===== src/rtl/ttt_turn_ctrl.sv =====
// ttt_turn_ctrl: sequences one tic-tac-toe game between a human player and a
// combinational strategy datapath.
//
// Ports:
//   clk, reset          rising-edge clock, asynchronous active-high reset
//   start               begin a new game (honoured in IDLE or OVER only)
//   move_valid, move_in human move request, one-hot square (bit0 top-left)
//   move_ready          high while waiting for a human move
//   move_err            one-cycle pulse for a rejected human move
//   strat_ain/strat_bin computer / human boards driven to the strategy block
//   strat_move          strategy block's chosen square (one-hot expected)
//   board_a, board_b    human / computer squares
//   game_over, result   game finished; 00 none, 01 human, 10 computer, 11 draw
//   win_line            mask of the completed line, 0 if none or draw
//
// Optional macro TTT_TIMEOUT_EN: forfeit the human after TIMEOUT_CYCLES
// cycles in WAIT_H without a legal move.
module ttt_turn_ctrl #(
   parameter bit          HUMAN_FIRST    = 1'b1,
   parameter int unsigned STRAT_WAIT     = 1,
   parameter int unsigned TIMEOUT_CYCLES = 1000
) (
   input  logic       clk,
   input  logic       reset,
   input  logic       start,
   input  logic       move_valid,
   input  logic [8:0] move_in,
   output logic       move_ready,
   output logic       move_err,
   output logic [8:0] strat_ain,
   output logic [8:0] strat_bin,
   input  logic [8:0] strat_move,
   output logic [8:0] board_a,
   output logic [8:0] board_b,
   output logic       game_over,
   output logic [1:0] result,
   output logic [8:0] win_line
);

   localparam int unsigned SQ_W  = 9;
   localparam int unsigned CNT_W = $clog2(STRAT_WAIT + 1);

   localparam logic [1:0] RES_NONE  = 2'b00;
   localparam logic [1:0] RES_HUMAN = 2'b01;
   localparam logic [1:0] RES_CPU   = 2'b10;
   localparam logic [1:0] RES_DRAW  = 2'b11;

   localparam logic [SQ_W-1:0] FULL = 9'h1FF;
   localparam logic [SQ_W-1:0] LINES [8] = '{9'h007, 9'h038, 9'h1C0, 9'h049,
                                             9'h092, 9'h124, 9'h111, 9'h054};

   // Elaboration-time parameter sanity checks
   if (STRAT_WAIT < 1) begin : g_chk_wait
      $error("STRAT_WAIT must be >= 1");
   end
   if (TIMEOUT_CYCLES < 1) begin : g_chk_timeout
      $error("TIMEOUT_CYCLES must be >= 1");
   end

   typedef enum logic [2:0] {
      S_IDLE     = 3'd0,
      S_WAIT_H   = 3'd1,
      S_CHECK_H  = 3'd2,
      S_CPU_WAIT = 3'd3,
      S_CHECK_C  = 3'd4,
      S_OVER     = 3'd5
   } state_t;

   state_t state_q, state_d;

   logic [SQ_W-1:0]  board_a_q, board_a_d;
   logic [SQ_W-1:0]  board_b_q, board_b_d;
   logic [SQ_W-1:0]  win_line_q, win_line_d;
   logic [1:0]       result_q, result_d;
   logic [CNT_W-1:0] cnt_q, cnt_d;
   logic             move_ready_q, move_ready_d;
   logic             move_err_q, move_err_d;
   logic             game_over_q, game_over_d;

   logic [SQ_W-1:0]  occ;
   logic [SQ_W-1:0]  win_a, win_b;
   logic             human_legal, strat_legal, board_full, cnt_last;
   logic             timeout_hit;

   // Legal = exactly one bit set and that square still empty
   function automatic logic is_legal(input logic [SQ_W-1:0] mv,
                                     input logic [SQ_W-1:0] taken);
      return (mv != '0) && ((mv & (mv - SQ_W'(1))) == '0) && ((mv & taken) == '0);
   endfunction

   // First completed line in list order; later list entries are overridden
   function automatic logic [SQ_W-1:0] first_line(input logic [SQ_W-1:0] b);
      logic [SQ_W-1:0] hit;
      hit = '0;
      for (int i = 7; i >= 0; i--) begin
         if ((b & LINES[i]) == LINES[i]) hit = LINES[i];
      end
      return hit;
   endfunction

   // Isolate the lowest clear bit of the occupancy map
   function automatic logic [SQ_W-1:0] lowest_empty(input logic [SQ_W-1:0] taken);
      logic [SQ_W-1:0] e;
      e = ~taken;
      return e & (~e + SQ_W'(1));
   endfunction

   assign occ         = board_a_q | board_b_q;
   assign human_legal = move_valid && is_legal(move_in, occ);
   assign strat_legal = is_legal(strat_move, occ);
   assign win_a       = first_line(board_a_q);
   assign win_b       = first_line(board_b_q);
   assign board_full  = (occ == FULL);
   assign cnt_last    = (cnt_q == CNT_W'(1));

`ifdef TTT_TIMEOUT_EN
   localparam int unsigned TO_W = $clog2(TIMEOUT_CYCLES + 1);
   logic [TO_W-1:0] to_cnt_q, to_cnt_d;

   assign timeout_hit = (state_q == S_WAIT_H) &&
                        (to_cnt_q == TO_W'(TIMEOUT_CYCLES - 1));

   // Counts cycles spent in WAIT_H; zero on every fresh entry
   always_comb begin
      to_cnt_d = '0;
      if (state_q == S_WAIT_H && state_d == S_WAIT_H) to_cnt_d = to_cnt_q + TO_W'(1);
   end

   always_ff @(posedge clk or posedge reset) begin
      if (reset) to_cnt_q <= '0;
      else       to_cnt_q <= to_cnt_d;
   end
`else
   assign timeout_hit = 1'b0;
`endif

   // State register
   always_ff @(posedge clk or posedge reset) begin
      if (reset) state_q <= S_IDLE;
      else       state_q <= state_d;
   end

   // Next-state logic
   always_comb begin
      state_d = state_q;
      case (state_q)
         S_IDLE, S_OVER: begin
            if (start) state_d = HUMAN_FIRST ? S_WAIT_H : S_CPU_WAIT;
         end
         S_WAIT_H: begin
            if (human_legal)      state_d = S_CHECK_H;
            else if (timeout_hit) state_d = S_OVER;
         end
         S_CHECK_H: begin
            if (win_a != '0 || board_full) state_d = S_OVER;
            else                           state_d = S_CPU_WAIT;
         end
         S_CPU_WAIT: begin
            if (cnt_last) state_d = S_CHECK_C;
         end
         S_CHECK_C: begin
            if (win_b != '0 || board_full) state_d = S_OVER;
            else                           state_d = S_WAIT_H;
         end
         default: state_d = S_IDLE;
      endcase
   end

   // Output / datapath next values
   always_comb begin
      board_a_d  = board_a_q;
      board_b_d  = board_b_q;
      result_d   = result_q;
      win_line_d = win_line_q;
      cnt_d      = cnt_q;
      move_err_d = 1'b0;
      case (state_q)
         S_IDLE, S_OVER: begin
            if (start) begin
               board_a_d  = '0;
               board_b_d  = '0;
               result_d   = RES_NONE;
               win_line_d = '0;
               cnt_d      = CNT_W'(STRAT_WAIT);
            end
         end
         S_WAIT_H: begin
            if (human_legal) begin
               board_a_d = board_a_q | move_in;
            end else begin
               if (move_valid) move_err_d = 1'b1;
               if (timeout_hit) begin
                  result_d   = RES_CPU;
                  win_line_d = '0;
               end
            end
         end
         S_CHECK_H: begin
            if (win_a != '0) begin
               result_d   = RES_HUMAN;
               win_line_d = win_a;
            end else if (board_full) begin
               result_d   = RES_DRAW;
               win_line_d = '0;
            end else begin
               cnt_d = CNT_W'(STRAT_WAIT);
            end
         end
         S_CPU_WAIT: begin
            cnt_d = cnt_q - CNT_W'(1);
            // Strategy inputs have been stable for STRAT_WAIT cycles here
            if (cnt_last) begin
               board_b_d = board_b_q | (strat_legal ? strat_move : lowest_empty(occ));
            end
         end
         S_CHECK_C: begin
            if (win_b != '0) begin
               result_d   = RES_CPU;
               win_line_d = win_b;
            end else if (board_full) begin
               result_d   = RES_DRAW;
               win_line_d = '0;
            end
         end
         default: ;
      endcase
      move_ready_d = (state_d == S_WAIT_H);
      game_over_d  = (state_d == S_OVER);
   end

   // Datapath and output registers
   always_ff @(posedge clk or posedge reset) begin
      if (reset) begin
         board_a_q    <= '0;
         board_b_q    <= '0;
         result_q     <= RES_NONE;
         win_line_q   <= '0;
         cnt_q        <= '0;
         move_ready_q <= 1'b0;
         move_err_q   <= 1'b0;
         game_over_q  <= 1'b0;
      end else begin
         board_a_q    <= board_a_d;
         board_b_q    <= board_b_d;
         result_q     <= result_d;
         win_line_q   <= win_line_d;
         cnt_q        <= cnt_d;
         move_ready_q <= move_ready_d;
         move_err_q   <= move_err_d;
         game_over_q  <= game_over_d;
      end
   end

   assign board_a    = board_a_q;
   assign board_b    = board_b_q;
   assign strat_ain  = board_b_q;
   assign strat_bin  = board_a_q;
   assign result     = result_q;
   assign win_line   = win_line_q;
   assign move_ready = move_ready_q;
   assign move_err   = move_err_q;
   assign game_over  = game_over_q;

endmodule


===== config.mk =====
export PLATFORM = sky130hd
export DESIGN_NAME = ttt_turn_ctrl
export DESIGN_NICKNAME = d
export VERILOG_FILES = /design/src/rtl/ttt_turn_ctrl.sv
export SDC_FILE = /design/constraint.sdc
export NUM_CORES = 1
export LEC_CHECK = 0
export CELL_PAD_IN_SITES_DETAIL_PLACEMENT = 0
export CELL_PAD_IN_SITES_GLOBAL_PLACEMENT = 1
export CORE_MARGIN = 5
export CORE_UTILIZATION = 37
export CTS_BUF_LIST = sky130_fd_sc_hd__clkbuf_4 sky130_fd_sc_hd__clkbuf_8
export CTS_CLUSTER_SIZE = 30
export DETAILED_ROUTE_END_ITERATION = 10
export HOLD_SLACK_MARGIN = 0.1
export PLACE_DENSITY_LB_ADDON = 0.2
export SYNTH_ARGS = -nofsm -noshare
export SYNTH_HDL_FRONTEND = slang
export SYNTH_SLANG_ARGS = --single-unit

===== constraint.sdc =====
create_clock -name clk -period 3.3 [get_ports clk]
set_input_delay 0.66 -clock clk [delete_from_list [all_inputs] [get_ports clk]]
set_output_delay 0.66 -clock clk [all_outputs]
set_load 0.02 [all_outputs]

# Word-level counts from Yosys, hierarchy flattened
# Cells that the tools add are included.
totals:
  regBits: 36
  in_bits: 22
  word_cells: 121
classes:
  muxes: 44
  bitwise: 10
  reduce_logical: 25
  n_eq_ne: 29
  addsub: 4
op_table:
  columns: ["op", "n"]
  rows:
  - ["9-bit 2-to-1 mux", 21]
  - ["3-bit == test, second input constant", 19]
  - ["9-bit AND", 5]
  - ["9-bit zero test", 4]
  - ["9-bit one-hot mux with 2 select lines", 2]
  - ["9-bit nonzero test", 4]
  - ["9-bit OR", 3]
  - ["9-bit one-hot mux with 3 select lines", 1]
  - ["9-bit NOT", 2]
  - ["9-bit by 1-bit subtractor with 9-bit output, second input constant", 2]
  - ["3-bit 2-to-1 mux", 5]
  - ["3-bit one-hot mux with 5 select lines", 1]
  - ["7-bit 2-to-1 mux", 2]
  - ["2-bit inequality test, second input constant", 5]
  - ["9-bit by 1-bit adder with 9-bit output, second input constant", 1]
  - ["9-bit == test, second input constant", 1]
  - ["2-bit 2-to-1 mux", 4]
  - ["3-bit by 1-bit == test with 1-bit output, second input constant", 2]
  - ["3-bit by 2-bit == test with 1-bit output, second input constant", 2]
  - ["1-bit 2-to-1 mux", 6]
  - ["2-bit one-hot mux with 3 select lines", 1]
  - ["3-bit AND reduction", 2]
  - ["3-bit nonzero test", 2]
  - ["1-bit logical AND", 5]
  - ["other kinds (8)", 10]

# Longest topological paths before layout
logic_depth:
  ltp_word: 14
  mapped_depth: 8
  depth_no_buf: 6

# Worst setup path before layout
# OpenSTA, ideal clock, no wires.
synth_path:
  kind: "register to register"
  startpoint: "register board_b_q[4] (netlist: board_b[4])"
  endpoint: "register win_line_q[4] (netlist: win_line[4])"
  t_required_ns: 3.174
  synth_period_minus_slack_ns: 2.542
  path_stages_with_launch: 8
  arrival_ns: 2.416
  slack_ns: 0.758
  cell_sequence: "dfrtp_1 buf_6 a22o_1 a221o_1 a211o_1 and4b_4 a311o_4 a221o_1"
synth_via:
  elab_chain_cells: 12
synth_rtl:
  columns: ["item", "line", "source"]
  rows:
  - ["from (decl)", "72", "logic [SQ_W-1:0] board_b_q, board_b_d;"]
  - ["from (signal assigned)", "244", "board_b_q <= board_b_d;"]
  - ["3-bit == test", "96", "if ((b & LINES[i]) == LINES[i]) hit = LINES[i];"]
  - ["7-bit 2-to-1 mux", "96", null]
  - ["9-bit 2-to-1 mux (7 in a row)", "96", null]
  - ["9-bit nonzero test", "217", "if (win_b != '0) begin"]
  - ["9-bit 2-to-1 mux", "217", null]
  - ["9-bit one-hot mux with 3 select lines (*)", "177", "case (state_q)"]
  - ["to (signal assigned)", "246", "win_line_q <= win_line_d;"]
  - ["to (decl)", "73", "logic [SQ_W-1:0] win_line_q, win_line_d;"]
# Mark *: on every way between the ends. The rest lies on a longest branch, timed or not.
# A chain may end at the register's enable or synchronous reset.

# Worst setup path in the final report
layout_path:
  startpoint: "input move_in[1]"
  endpoint: "register board_a_q[1] (netlist: board_a[1])"
layout_via:
  elab_chain_cells: 8
layout_rtl:
  columns: ["item", "line", "source"]
  rows:
  - ["from (decl)", "27", "input logic [8:0] move_in,"]
  - ["9-bit by 1-bit subtractor with 9-bit output", "88", "return (mv != '0) && ((mv & (mv - SQ_W'(1))) == '0) && ((mv & taken) == '0);"]
  - ["9-bit AND", "88", null]
  - ["9-bit zero test", "88", null]
  - ["1-bit logical AND (2 in a row)", "88", null]
  - ["1-bit logical AND", "109", "assign human_legal = move_valid && is_legal(move_in, occ);"]
  - ["2-bit inequality test (no source line)", null, null]
  - ["3-bit AND reduction (no source line)", null, null]
  - ["to (signal assigned)", "243", "board_a_q <= board_a_d;"]
  - ["to (decl)", "71", "logic [SQ_W-1:0] board_a_q, board_a_d;"]
# Several ways; a longest one is shown, not always the timed one. The select of a mux whose other input is x is not followed.

==> results.yml <==
run_status:
  outcome: "completed"
power_and_ir_drop:
  peakVddDrop_uv: 233
  p_seq_frac: 0.352
  swShare: 0.309
  p_sw_mw: 0.461
  comb_power_share: 0.275
  pwr-share-clk: 0.373
  cellInternalPower_mw: 1.03
  p_per_area_mw_per_mm2: 402
  leakagePower_nw: 1.57
timing:
  period_minus_slack_ns: 2.80
  finalSetupViolCount: 0
  setup_tns_ns: 0
  rsz0062_at_grt: "no"
  worstMarginPinSlew_ns: 0.753
  clock_skew_ns: 0.00932
  hold_violations: 0
  slew_violations: 0
  slew_headroom: 0.494
  clock.fmax_ghz: 0.357
  period_share: 0.849
cells_and_area:
  syn_to_final_growth_pct: 30.4
  layout_common_cells: "clkdlybuf4s50_1, dfrtp_1, nor2_1, nand2_1, a21oi_1"
  nFillCells: 757
  drive_gt1_frac: 0.0920
  fin_area_mm2: 0.00370
  num_antenna_cells: 0
  layout.nets: 423
  layout.cells.most_common: "clkdlybuf4s50_1"
worst_hold_path:
  hold_path_end: "win_line[7]"
  min_path_type: "reg2reg"
  worst_hold_path.num_cells: 1
  worstHoldStart: "win_line[7]"
global_routing:
  grt_pass1_wl_mm: 15.2
  grt_pass1_vias: 2889
  antenna_found_initial: 0
  grt_max_degree: 37
  grt_overflow_total: 0
  grt_usage: 0.193
setup_path:
  crit_path_start_kind: "input pin"
  critical_path.cell_chain: "clkdlybuf4s50_1 > nor4_1 > nand4_1 > a21oi_1 > nand4_1 > nor3_2 > a22o_1"
  r2r_slack_ns: 0.53
  crit_slowest_cell: "nor4_1"
  cp_max_fo: 9
  crit_path_frequent_cell: "nand4_1"
  cp_top_family: "simple AND/OR/NAND/NOR gates"
  end_kind: "flip-flop"
  cp.required_ns: 3.54
  worstReg2RegStart: "board_b[6]"
  timing.rr.end: "win_line[4]"
  ff2ff_path_depth: 6
  cp_num_buf_inv: 1
  crit_type: "in2reg"
  critPathMaxStageDelay_ns: 0.58
  worstPathArrival_ns: 3.04
drt:
  drtIter0Drc: 242
  wl_per_cell_um: 18.1
  ant_nets: 0
  vias: 3046
  drc: 0
  firstDrtPassIters: 5
  vias_per_cell: 6.04
  postRouteWirelength_mm: 9.14
yosys:
  yosys_warnings: 0
  synth_edf_count: 0
  post_synth_inst_count: 353
  ys.flop_type: "dfrtp_1"
  yosysTopAreaCell: "dfrtp_1"
  syn_area_per_cell_um2: 8.04
  synth-seq-area-share: 0.318
  ys_types: 59
  synthArstFlopShare: 1.00
  syn-cell-area_mm2: 0.00284
  synth_area_leaders: "dfrtp_1, buf_4, a21oi_1, a22o_1, nor2_1"
  syn_nets: 375
  ys_seq_elements: 36
  synth_top_area_frac: 0.318
clock_tree:
  path_clk_slew_ns: 0.08
  post_cts_buffers: 0
  cts_root_buf: "clkbuf_8"
  clockBufferDepth: 2
  cts.sinks: 36
  postCtsHoldBufs: 0
  htreeDepth: 2
  cts_tree: "built"
  cts_resized: 0
  numCtsBuffers: 5
  clk_latency_ns: 0.30
floorplanning:
  die_w_um: 97.6
  rows: 32
  die_y_um: 97.6
  coreArea_mm2: 0.00761
  io_pins: 72
  initial_core_util: 0.373
  die_area_mm2: 0.00952
flow_run:
  cap_violations: 0
placement:
  postPlaceCellArea_mm2: 0.00354
  detailed_place_hpwl_mm: 6.87
  gp_congestion: 0.849
  numPortBuffers: 71
-- per-stage QoR --
step	setup WS (ns)	std cells	power [mW]	hold WS, ns	utilization
detailed placement	0.216	496	0.941	0.465	0.465
global placement	0.321	496	0.941	0.462	0.465
finish	0.500	504	1.49	0.475	0.486
floorplan	0.758	353	0.777	0.542	-
CTS	0.509	504	1.49	0.482	0.486
global route	0.106	504	1.56	0.495	0.486
-- flip-flops by register name, summed over array words and instances (netlist names) --
signal and cells:
board_a 9, board_b 9, win_line 9, state_q 3
result 2, cnt_last 1, game_over 1, move_err 1
move_ready 1
-- worst max-delay path by stage --
stage / startpoint / end / slack, ns / cells after the start
6_report: move_in[1] / board_a[1] / 0.50 / 7
5_1_grt: move_in[1] / board_a[1] / 0.11 / 7
4_1_cts: move_in[0] / board_a[1] / 0.51 / 7
3_5_place_dp: move_in[0] / board_a[1] / 0.22 / 7
3_3_place_gp: move_in[0] / board_a[0] / 0.32 / 7
2_1_floorplan: board_b[4] / win_line[4] / 0.76 / 7
-- logic make-up (layout without fill, tap and decap cells) --
| logic type | after synthesis | in the layout | share of synthesized area |
|---|---|---|---|
| DFF | 36 | 36 | 0.318 |
| buffers and inverters | 52 | 101 | 0.101 |
| muxes | 3 | 3 | 0.0106 |
| AOI/OAI and AO/OA | 123 | 123 | 0.313 |
| and+or+nand+nor | 139 | 139 | 0.258 |
-- synthesized netlist by cell type, types with 7 or more instances --
library cell and count:
a22o_1 14, nand2_1 27, nand3_1 14, nor4_1 10
dfrtp_1 36, nor2_1 29, buf_4 21, a31oi_1 7
clkbuf_1 19, o22ai_1 8, a21oi_1 27, a21o_1 7
and3_1 14, o31ai_1 9, o21ai_0 12, a211o_1 8
nor3_1 10
-- metal layers --
| metal | vias up | global-route usage | part of all wire |
|---|---|---|---|
| met4 | 0 | 0.0405 | 0.010 |
| met5 | - | 0 | 0 |
| met3 | 10 | 0.0258 | 0.058 |
| met1 | 1500 | 0.277 | 0.47 |
| met2 | 108 | 0.308 | 0.46 |
| li1 | 1428 | - | - |
-- worst reg2reg max path: stages (launching register included) --
cell     delay [ns]
dfrtp_1        0.60
o22ai_1        0.17
or3_1          0.49
or2_0          0.39
and4_4         0.22
a311o_4        0.42
a221o_1        0.36
-- final cells by class --
class                   instances  area (µm²)  area share
multi-input cells             265        1660       0.447
flip-flops and latches         36         901       0.243
repair buffers                 88         838       0.227
well taps                     102         128      0.0345
clock inverters                 3        90.1      0.0243
clock buffers                   5        68.8      0.0186
inverters                       5        18.8     0.00507
-- power by group through the flow --
stage / Combinational (mW) / Sequential, mW / Clock [mW]
after floorplan: 0.239 / 0.538 / 0
after global placement: 0.409 / 0.532 / 0
after detailed placement: 0.410 / 0.531 / 0
after CTS: 0.411 / 0.522 / 0.560
after global routing: 0.444 / 0.531 / 0.583
final: 0.410 / 0.524 / 0.555
Power figures use the tool's default switching activity.
